**src/rtl/fetch_stage.sv**
```systemverilog
// rtl/fetch_stage.sv - instruction fetch stage with PC, memory handshake, 2-entry queue and redirect
module fetch_stage #(
    parameter logic [31:0] RESET_PC = 32'h0000_0000
) (
    input  logic        Clock,
    input  logic        Reset,
    output logic        IMemReq,
    output logic [31:0] IMemAddr,
    input  logic        IMemReady,
    input  logic        IMemValid,
    input  logic [31:0] IMemData,
    input  logic        Stall,
    input  logic        Redirect,
    input  logic [31:0] RedirectPC,
    output logic        Valid,
    output logic [31:0] Instr,
    output logic [31:0] InstrPC,
    output logic [31:0] PCPlus4,
    output logic [5:0]  OpCode,
    output logic [5:0]  FuncCode,
    output logic [4:0]  BraCode,
    output logic        AddrErr
);

    // RUN: nothing outstanding; WAIT: outstanding data kept; DROP: outstanding data discarded
    typedef enum logic [1:0] {
        ST_RUN  = 2'd0,
        ST_WAIT = 2'd1,
        ST_DROP = 2'd2
    } state_t;

    state_t      state_q, state_d;
    logic [31:0] fetch_pc_q, fetch_pc_d;
    logic [31:0] req_pc_q, req_pc_d;
    logic [31:0] q0_instr_q, q0_instr_d;
    logic [31:0] q0_pc_q, q0_pc_d;
    logic [31:0] q1_instr_q, q1_instr_d;
    logic [31:0] q1_pc_q, q1_pc_d;
    logic [1:0]  count_q, count_d;
    logic        addr_err_q, addr_err_d;

    logic        accept;
    logic        enq;
    logic        deq;

    // Handshake and queue-control decode; Redirect suppresses issue, enqueue and dequeue
    always_comb begin
        IMemReq  = (state_q == ST_RUN) && (count_q < 2'd2) && !Redirect && !Reset;
        IMemAddr = fetch_pc_q;
        accept   = IMemReq && IMemReady;
        enq      = IMemValid && (state_q == ST_WAIT) && !Redirect;
        deq      = (count_q != 2'd0) && !Stall && !Redirect;
    end

    // Fetch control: PC advance on acceptance, outstanding-request tracking, redirect handling
    always_comb begin
        state_d    = state_q;
        fetch_pc_d = fetch_pc_q;
        req_pc_d   = req_pc_q;
        addr_err_d = Redirect && (RedirectPC[1:0] != 2'b00);
        if (Redirect) begin
            fetch_pc_d = {RedirectPC[31:2], 2'b00};
            // A request still in flight must have its data thrown away when it arrives
            if ((state_q != ST_RUN) && !IMemValid) begin
                state_d = ST_DROP;
            end else begin
                state_d = ST_RUN;
            end
        end else begin
            case (state_q)
                ST_RUN: begin
                    if (accept) begin
                        state_d    = ST_WAIT;
                        req_pc_d   = fetch_pc_q;
                        fetch_pc_d = fetch_pc_q + 32'd4;
                    end
                end
                ST_WAIT, ST_DROP: begin
                    if (IMemValid) begin
                        state_d = ST_RUN;
                    end
                end
                default: state_d = ST_RUN;
            endcase
        end
    end

    // Two-entry queue kept as a shift pair so the head always sits in slot 0
    always_comb begin
        q0_instr_d = q0_instr_q;
        q0_pc_d    = q0_pc_q;
        q1_instr_d = q1_instr_q;
        q1_pc_d    = q1_pc_q;
        count_d    = count_q;
        if (Redirect) begin
            count_d = 2'd0;
        end else begin
            case ({enq, deq})
                2'b10: begin
                    if (count_q == 2'd0) begin
                        q0_instr_d = IMemData;
                        q0_pc_d    = req_pc_q;
                    end else begin
                        q1_instr_d = IMemData;
                        q1_pc_d    = req_pc_q;
                    end
                    count_d = count_q + 2'd1;
                end
                2'b01: begin
                    q0_instr_d = q1_instr_q;
                    q0_pc_d    = q1_pc_q;
                    count_d    = count_q - 2'd1;
                end
                2'b11: begin
                    if (count_q == 2'd1) begin
                        q0_instr_d = IMemData;
                        q0_pc_d    = req_pc_q;
                    end else begin
                        q0_instr_d = q1_instr_q;
                        q0_pc_d    = q1_pc_q;
                        q1_instr_d = IMemData;
                        q1_pc_d    = req_pc_q;
                    end
                end
                default: count_d = count_q;
            endcase
        end
    end

    // State registers
    always_ff @(posedge Clock or posedge Reset) begin
        if (Reset) begin
            state_q    <= ST_RUN;
            fetch_pc_q <= RESET_PC;
            req_pc_q   <= RESET_PC;
            q0_instr_q <= 32'd0;
            q0_pc_q    <= 32'd0;
            q1_instr_q <= 32'd0;
            q1_pc_q    <= 32'd0;
            count_q    <= 2'd0;
            addr_err_q <= 1'b0;
        end else begin
            state_q    <= state_d;
            fetch_pc_q <= fetch_pc_d;
            req_pc_q   <= req_pc_d;
            q0_instr_q <= q0_instr_d;
            q0_pc_q    <= q0_pc_d;
            q1_instr_q <= q1_instr_d;
            q1_pc_q    <= q1_pc_d;
            count_q    <= count_d;
            addr_err_q <= addr_err_d;
        end
    end

    // Decoder-facing views of the queue head
    always_comb begin
        Valid    = (count_q != 2'd0);
        Instr    = q0_instr_q;
        InstrPC  = q0_pc_q;
        PCPlus4  = q0_pc_q + 32'd4;
        OpCode   = q0_instr_q[31:26];
        FuncCode = q0_instr_q[5:0];
        BraCode  = q0_instr_q[20:16];
        AddrErr  = addr_err_q;
    end

endmodule

```
**config.mk**
```make
export PLATFORM = sky130hd
export DESIGN_NAME = fetch_stage
export DESIGN_NICKNAME = d
export VERILOG_FILES = /design/src/rtl/fetch_stage.sv
export SDC_FILE = /design/constraint.sdc
export NUM_CORES = 1
export LEC_CHECK = 0
export BUFFER_PORTS_ARGS = -buffer_cell sky130_fd_sc_hd__buf_4
export CORE_MARGIN = 2
export CORE_UTILIZATION = 50
export DETAILED_ROUTE_END_ITERATION = 6
export PLACE_DENSITY_LB_ADDON = 0.12
export SYNTH_ARGS = -nofsm -noshare
export SYNTH_HDL_FRONTEND = slang
export SYNTH_SLANG_ARGS = --single-unit
```
**constraint.sdc**
```tcl
create_clock -name Clock -period 11.9 [get_ports Clock]
set_clock_uncertainty 0.15 [all_clocks]
set_input_delay 0 -clock Clock [delete_from_list [all_inputs] [get_ports Clock]]
set_output_delay 0 -clock Clock [all_outputs]
set_load 0.01 [all_outputs]
```
==> results of run 1 <==
-- sequential cells by signal, summed over array words and instances (netlist names) --
| register | flops |
|---|---|
| Instr | 32 |
| q1_instr_q | 32 |
| InstrPC | 31 |
| IMemAddr | 30 |
| q1_pc_q | 30 |
| req_pc_q | 30 |
| count_q | 2 |
| state_q | 2 |
| AddrErr | 1 |
-- how the worst max path moves through the flow --
stage / from / to / slack, ps / cells after the start
finish: state_q[0]$_DFFE_PP0P_ / IMemAddr[30]$_DFFE_PP0P_ / 8610 / 8
global route: state_q[0]$_DFFE_PP0P_ / IMemAddr[30]$_DFFE_PP0P_ / 8400 / 8
CTS: state_q[1]$_DFFE_PP0P_ / IMemAddr[30]$_DFFE_PP0P_ / 8640 / 8
floorplan: Reset / AddrErr$_DFF_PP0_ / 6580 / 1
detailed placement: state_q[1]$_DFFE_PP0P_ / IMemAddr[18]$_DFFE_PP0P_ / 9000 / 7
global placement: state_q[0]$_DFFE_PP0P_ / IMemAddr[18]$_DFFE_PP0P_ / 9140 / 7
-- stage by stage --
| stage | hold slack, ps | worst slack [ps] | std cells | util |
|---|---|---|---|---|
| 2_1_floorplan | -57.9 | 6580 | 902 | - |
| 3_3_place_gp | 56.5 | 9140 | 1280 | 0.600 |
| 3_5_place_dp | 60.4 | 9000 | 1280 | 0.600 |
| 4_1_cts | 167 | 8640 | 1400 | 0.679 |
| 5_1_grt | 197 | 8400 | 1400 | 0.679 |
| 6_report | 141 | 8610 | 1400 | 0.679 |
-- worst register-to-register path, cell delays in order, from the launching register on --
cell and delay (ps):
dfrtp_1 400, inv_1 60, ha_1 190, or4b_4 550
inv_2 140, nand4_1 490, or4_1 610, nand3b_1 100
dlygate4sd3_1 550
-- cell usage in the layout, fill, tap and decap left out, types with 13 or more instances in the layout --
master and n:
xor2_1 15, dfrtp_1 190, nand3_1 26, or4_1 19, clkbuf_16 17, buf_4 223, mux2_2 63, nor2_1 94
o21ai_0 14, inv_1 17, mux2i_1 62, nor3_1 13, nand2_1 108, a21oi_1 66, dlygate4sd3_1 88, xnor2_1 17
a31oi_1 13, nand4_1 16
-- repair_timing --
| action | CTS | global route |
|---|---|---|
| endpoints found under the hold margin | 215 | 0 |
| hold buffers | 88 | 0 |
| endpoints found under the setup margin | 0 | 0 |
-- kinds of logic after synthesis --
kind of cell,share of synthesized area
adder cells (fa/ha/maj),0.00816
AO/OA/AOI/OAI,0.0864
multiplexers,0.145
buffers and inverters,0.0490
flip-flops,0.517
other,0.000408
XOR/XNOR,0.0305
AND/OR/NAND/NOR,0.164
-- metal layers --
layer	vias to the layer above	routed length, um	global-route usage	share of wire
met5	-	0	0	0
met4	0	323	0.0637	0.014
met3	26	1170	0.0368	0.051
met2	245	10800	0.385	0.47
met1	3700	10600	0.334	0.46
li1	3686	-	-	-
-- area by class of cell --
cell class | count | area, sq um | share of cell area
clock buffers | 21 | 450 | 0.0368
clock inverters | 11 | 83.8 | 0.00685
inverters | 20 | 82.6 | 0.00675
multi-input cells | 618 | 4020 | 0.329
flip-flops and latches | 190 | 4750 | 0.389
well taps | 229 | 287 | 0.0234
repair buffers | 311 | 2550 | 0.209
-- where the power goes --
part,total (mW),switching (mW),internal (mW)
Sequential,1.08,0.213,0.864
Combinational,0.969,0.457,0.512
Clock,0.522,0.247,0.275
==> impl_metrics.csv, run 1 <==
group,metric,value,unit
run,maxCapViolations,0,
placement,io_buffers,215,
floorplan,die_area,19500,sq um
global_routing,antenna_found_initial,0,
timing,hold_viol,0,
worst_setup_path,end_kind,"flop",
clocking,clk_path_buf_depth,2,
route,dr.pass1.iters,5,
synth,synth_edf_count,0,
worst_setup_path,crit_path_start_kind,"flop",
worst_setup_path,ff2ff_setup_slack,8610,ps
timing,tightestPinTransition,1240,ps
floorplan,start_util,0.510,
route,drtAntennaViolNets,0,
synth,yosys-top-cells-area,"dfrtp_1 52%, mux2_2 7.7%, mux2i_1 6.7%",
cells_and_area,fillers,1418,
global_routing,grt_pass1_wl,37.6,mm
timing,slew_headroom,0.163,
synth,yosysMostFrequentCell,"dfrtp_1",
synth,ys_seq_area_frac,0.517,
cells_and_area,drive_gt1_frac,0.281,
cells_and_area,final_area,12200,sq um
worst_setup_path,path_buf_inv,3,
floorplan,die_w,140,um
timing,period_share,0.276,
power_and_ir_drop,leakagePower,6.11,nW
clocking,numCtsBuffers,17,
floorplan,die_h,140,um
worst_setup_path,cp_max_fo,17,
synth,synth_ff_type,"dfrtp_1",
timing,rsz0062_at_grt,"false",
worst_setup_path,worstSetupPathType,"reg -> reg",
timing,min_period,3290,ps
synth,syn_inst,901,
floorplan,ioPinCount,218,
worst_setup_path,crit_required,12120,ps
power_and_ir_drop,p_total,2.57,mW
synth,async_flop_share,1.00,
worst_setup_path,rr_startpoint,"state_q[0]$_DFFE_PP0P_",
clocking,root_buffer,"clkbuf_16",
placement,place.gp.congestion,0.835,
clocking,htreeDepth,4,
route,drc,0,
synth,ys_top_cells_by_count,"190 x dfrtp_1, 109 x nand2_1, 95 x nor2_1, 67 x a21oi_1, 63 x mux2_2",
power_and_ir_drop,powerDensity,210,nW/um^2
timing,setup-violations-final,0,
timing,fmaxAchievable,304,MHz
route,finalWirelength,22.9,mm
worst_setup_path,critPathMaxStageDelay,600,ps
route,drt-initial-drc-count,442,
floorplan,rows,49,
route,vias,7657,
global_routing,grt_pass1_vias,7361,
global_routing,gr-total-overflow,0,
worst_setup_path,path_cells,"inv_1 -> ha_1 -> or4b_4 -> inv_2 -> nand4_1 -> or4_1 -> nand3b_1 -> dlygate4sd3_1",
outcome,outcome,"finished clean",
cells_and_area,nets,1234,
synth,synthesis.area,9200,sq um
power_and_ir_drop,ir_drop,0.120,mV
timing,finalSetupTns,0,ps
clocking,cts_tree,"yes",
floorplan,core,18000,sq um
worst_setup_path,worstPathArrival,3500,ps
synth,yosys.area.top_type,"dfrtp_1",
route,wl_per_cell,16.4,um
synth,yosys.area.top_type_share,0.517,
clocking,clk_latency,430,ps
synth,ys_ff_latch,190,
synth,yosysWarnings,0,
clocking,cts.clk_slew.worst_paths,70,ps
cells_and_area,num_antenna_cells,0,
worst_setup_path,rr_endpoint,"IMemAddr[30]$_DFFE_PP0P_",
cells_and_area,area_growth,33.0,%
worst_setup_path,cp_slowest_cell,"or4_1",
global_routing,grt_max_degree,117,
worst_setup_path,ff2ff_path_depth,8,
timing,maxSlewViolCount,0,
placement,place_area,10800,sq um
route,vias_per_cell,5.47,
clocking,cts_resized,0,
min_path,hold_class,"in -> async",
synth,ys_types,49,
synth,synth_area_per_cell,10.2,sq um
worst_setup_path,crit_family,"simple AND/OR/NAND/NOR gates",
placement,hpwl,14.9,mm
clocking,cts_setup_buffers,0,
clocking,cts.sinks,190,
global_routing,grt_usage,0.237,
(Power assumes the default switching activity.)
==> run 2, diff against run 1 <==
CORE_UTILIZATION = 49   (was 50)
clock period = 3 ns   (was 11.9 ns; I/O delays follow)
==> impl_metrics.csv, run 2 (synthesized netlist as in run 1, its figures left out) <==
group,metric,value,unit
clocking,clk_path_buf_depth,2,
route,drc,0,
worst_setup_path,crit_path_start_kind,"flop",
timing,maxSlewViolCount,0,
worst_setup_path,end_kind,"flop",
route,drt-initial-drc-count,409,
placement,place.gp.congestion,0.927,
global_routing,gr-usage-met1,0.319,
worst_setup_path,ff2ff_path_depth,9,
floorplan,die_w,141,um
timing,slew_headroom,0.443,
timing,hold_viol,0,
timing,finalSetupTns,0,ps
placement,hpwl,15.6,mm
global_routing,grt_pass1_wl,36.6,mm
worst_setup_path,critPathCapture,"IMemAddr[30]$_DFFE_PP0P_",
global_routing,grt_use_met2,0.369,
timing,min_period,2860,ps
cells_and_area,nets,1241,
floorplan,die_area,19900,sq um
cells_and_area,utilization,0.668,
clocking,cts.clk_slew.worst_paths,70,ps
cells_and_area,num_antenna_cells,0,
global_routing,grt_pass1_vias,7163,
global_routing,grt_usage,0.231,
worst_setup_path,crit_required,3220,ps
route,drtAntennaViolNets,0,
global_routing,use_met3,0.0418,
route,finalWirelength,22.9,mm
cells_and_area,final_cell_mix,"230 x buf_4, 190 x dfrtp_1, 108 x nand2_1, 94 x nor2_1, 82 x dlygate4sd3_1",
route,vias,7573,
min_path,hold_class,"in -> async",
worst_setup_path,ff2ff_setup_slack,140,ps
timing,period_share,0.952,
floorplan,rows,50,
floorplan,die_h,141,um
worst_setup_path,rr_endpoint,"IMemAddr[30]$_DFFE_PP0P_",
outcome,outcome,"finished clean",
floorplan,ioPinCount,218,
cells_and_area,drive_gt1_frac,0.292,
cells_and_area,area_growth,34.9,%
placement,io_buffers,215,
floorplan,core,18600,sq um
power_and_ir_drop,leakagePower,6.19,nW
global_routing,gr-total-overflow,0,
timing,fmaxAchievable,350,MHz
route,wl_per_cell,16.2,um
floorplan,start_util,0.495,
clocking,cts_tree,"yes",
clocking,clk_latency,430,ps
power_and_ir_drop,powerDensity,839,nW/um^2
clocking,root_buffer,"clkbuf_16",
route,dr.pass1.iters,5,
clocking,htreeDepth,4,
worst_setup_path,startpoint,"state_q[1]$_DFFE_PP0P_",
clocking,numCtsBuffers,17,
global_routing,grt-busiest-layer,"met2",
power_and_ir_drop,ir_drop,0.478,mV
global_routing,grt_max_degree,115,
worst_setup_path,worstSetupPathType,"reg -> reg",
cells_and_area,final_common_cell,"buf_4",
route,vias_per_cell,5.36,
worst_setup_path,rr_startpoint,"state_q[1]$_DFFE_PP0P_",
run,maxCapViolations,0,
global_routing,antenna_found_initial,0,
clocking,cts.sinks,190,
timing,setup-violations-final,0,
worst_setup_path,worstPathArrival,3080,ps
timing,tightestPinTransition,836,ps
worst_setup_path,cp_max_fo,17,
-- run 2: cell count changes in the layout (fill, tap and decap cells not counted), sizes merged --
cell	delta
dlygate4sd3	-6
bufinv	+2
inv	-2
buf	+13
-- run 2: cell type report --
class,count,area (sq um)
clock buffer,21,460
clock inverter,11,131
fill,1509,6170
inverter,20,78.8
multi-input combinational,618,4020
sequential,190,4750
tap,234,293
timing repair buffer,318,2670
-- run 2: timing repair --
item	in CTS	in global routing
hold buffers	82	0
resized for setup	0	1
endpoints found under the hold margin	177	0
setup endpoints to repair	0	1
buffers inserted	0	1
-- run 2: how the worst min path moves through the flow --
stage	slack, ps	from	endpoint
floorplan	-60	IMemValid	state_q[1]$_DFFE_PP0P_
global placement	-60	Reset	IMemAddr[2]$_DFFE_PP0P_
detailed placement	-60	Reset	IMemAddr[2]$_DFFE_PP0P_
CTS	30	Reset	IMemAddr[2]$_DFFE_PP0P_
global route	60	Reset	IMemAddr[2]$_DFFE_PP0P_
finish	40	Reset	IMemAddr[2]$_DFFE_PP0P_
-- run 2: through the flow --
stage | hold slack, ps | cells | setup slack (ps) | total power [mW] | cell area, sq um
2_1_floorplan | -57.9 | 902 | 402 | 6.31 | 9210
3_3_place_gp | -63.6 | 1297 | 436 | 8.01 | 11000
3_5_place_dp | -62.6 | 1297 | 319 | 8.11 | 11000
4_1_cts | 26.0 | 1411 | 127 | 10.5 | 12400
5_1_grt | 55.6 | 1412 | -5.05 | 11.1 | 12400
6_report | 41.1 | 1412 | 144 | 10.4 | 12400
-- run 2: power breakdown --
group	internal, mW	switching [mW]	leakage (nW)
clock	1.28	0.977	0.280
combinational	2.07	1.84	3.55
sequential	3.43	0.819	2.36
-- run 2: critical path, cell delays in order (launching register included) --
cell,delay (ps)
dfrtp_1,360
inv_1,100
ha_2,210
or4b_4,520
inv_2,130
nand4_1,100
buf_4,200
or4_1,400
nand3b_1,90
dlygate4sd3_1,540
-- run 2: per-layer routing --
| layer | routed length [um] | up-vias |
|---|---|---|
| met2 | 10500 | 275 |
| met3 | 1330 | 34 |
| met5 | 0 | - |
| met1 | 10600 | 3565 |
| met4 | 461 | 0 |
| li1 | - | 3699 |
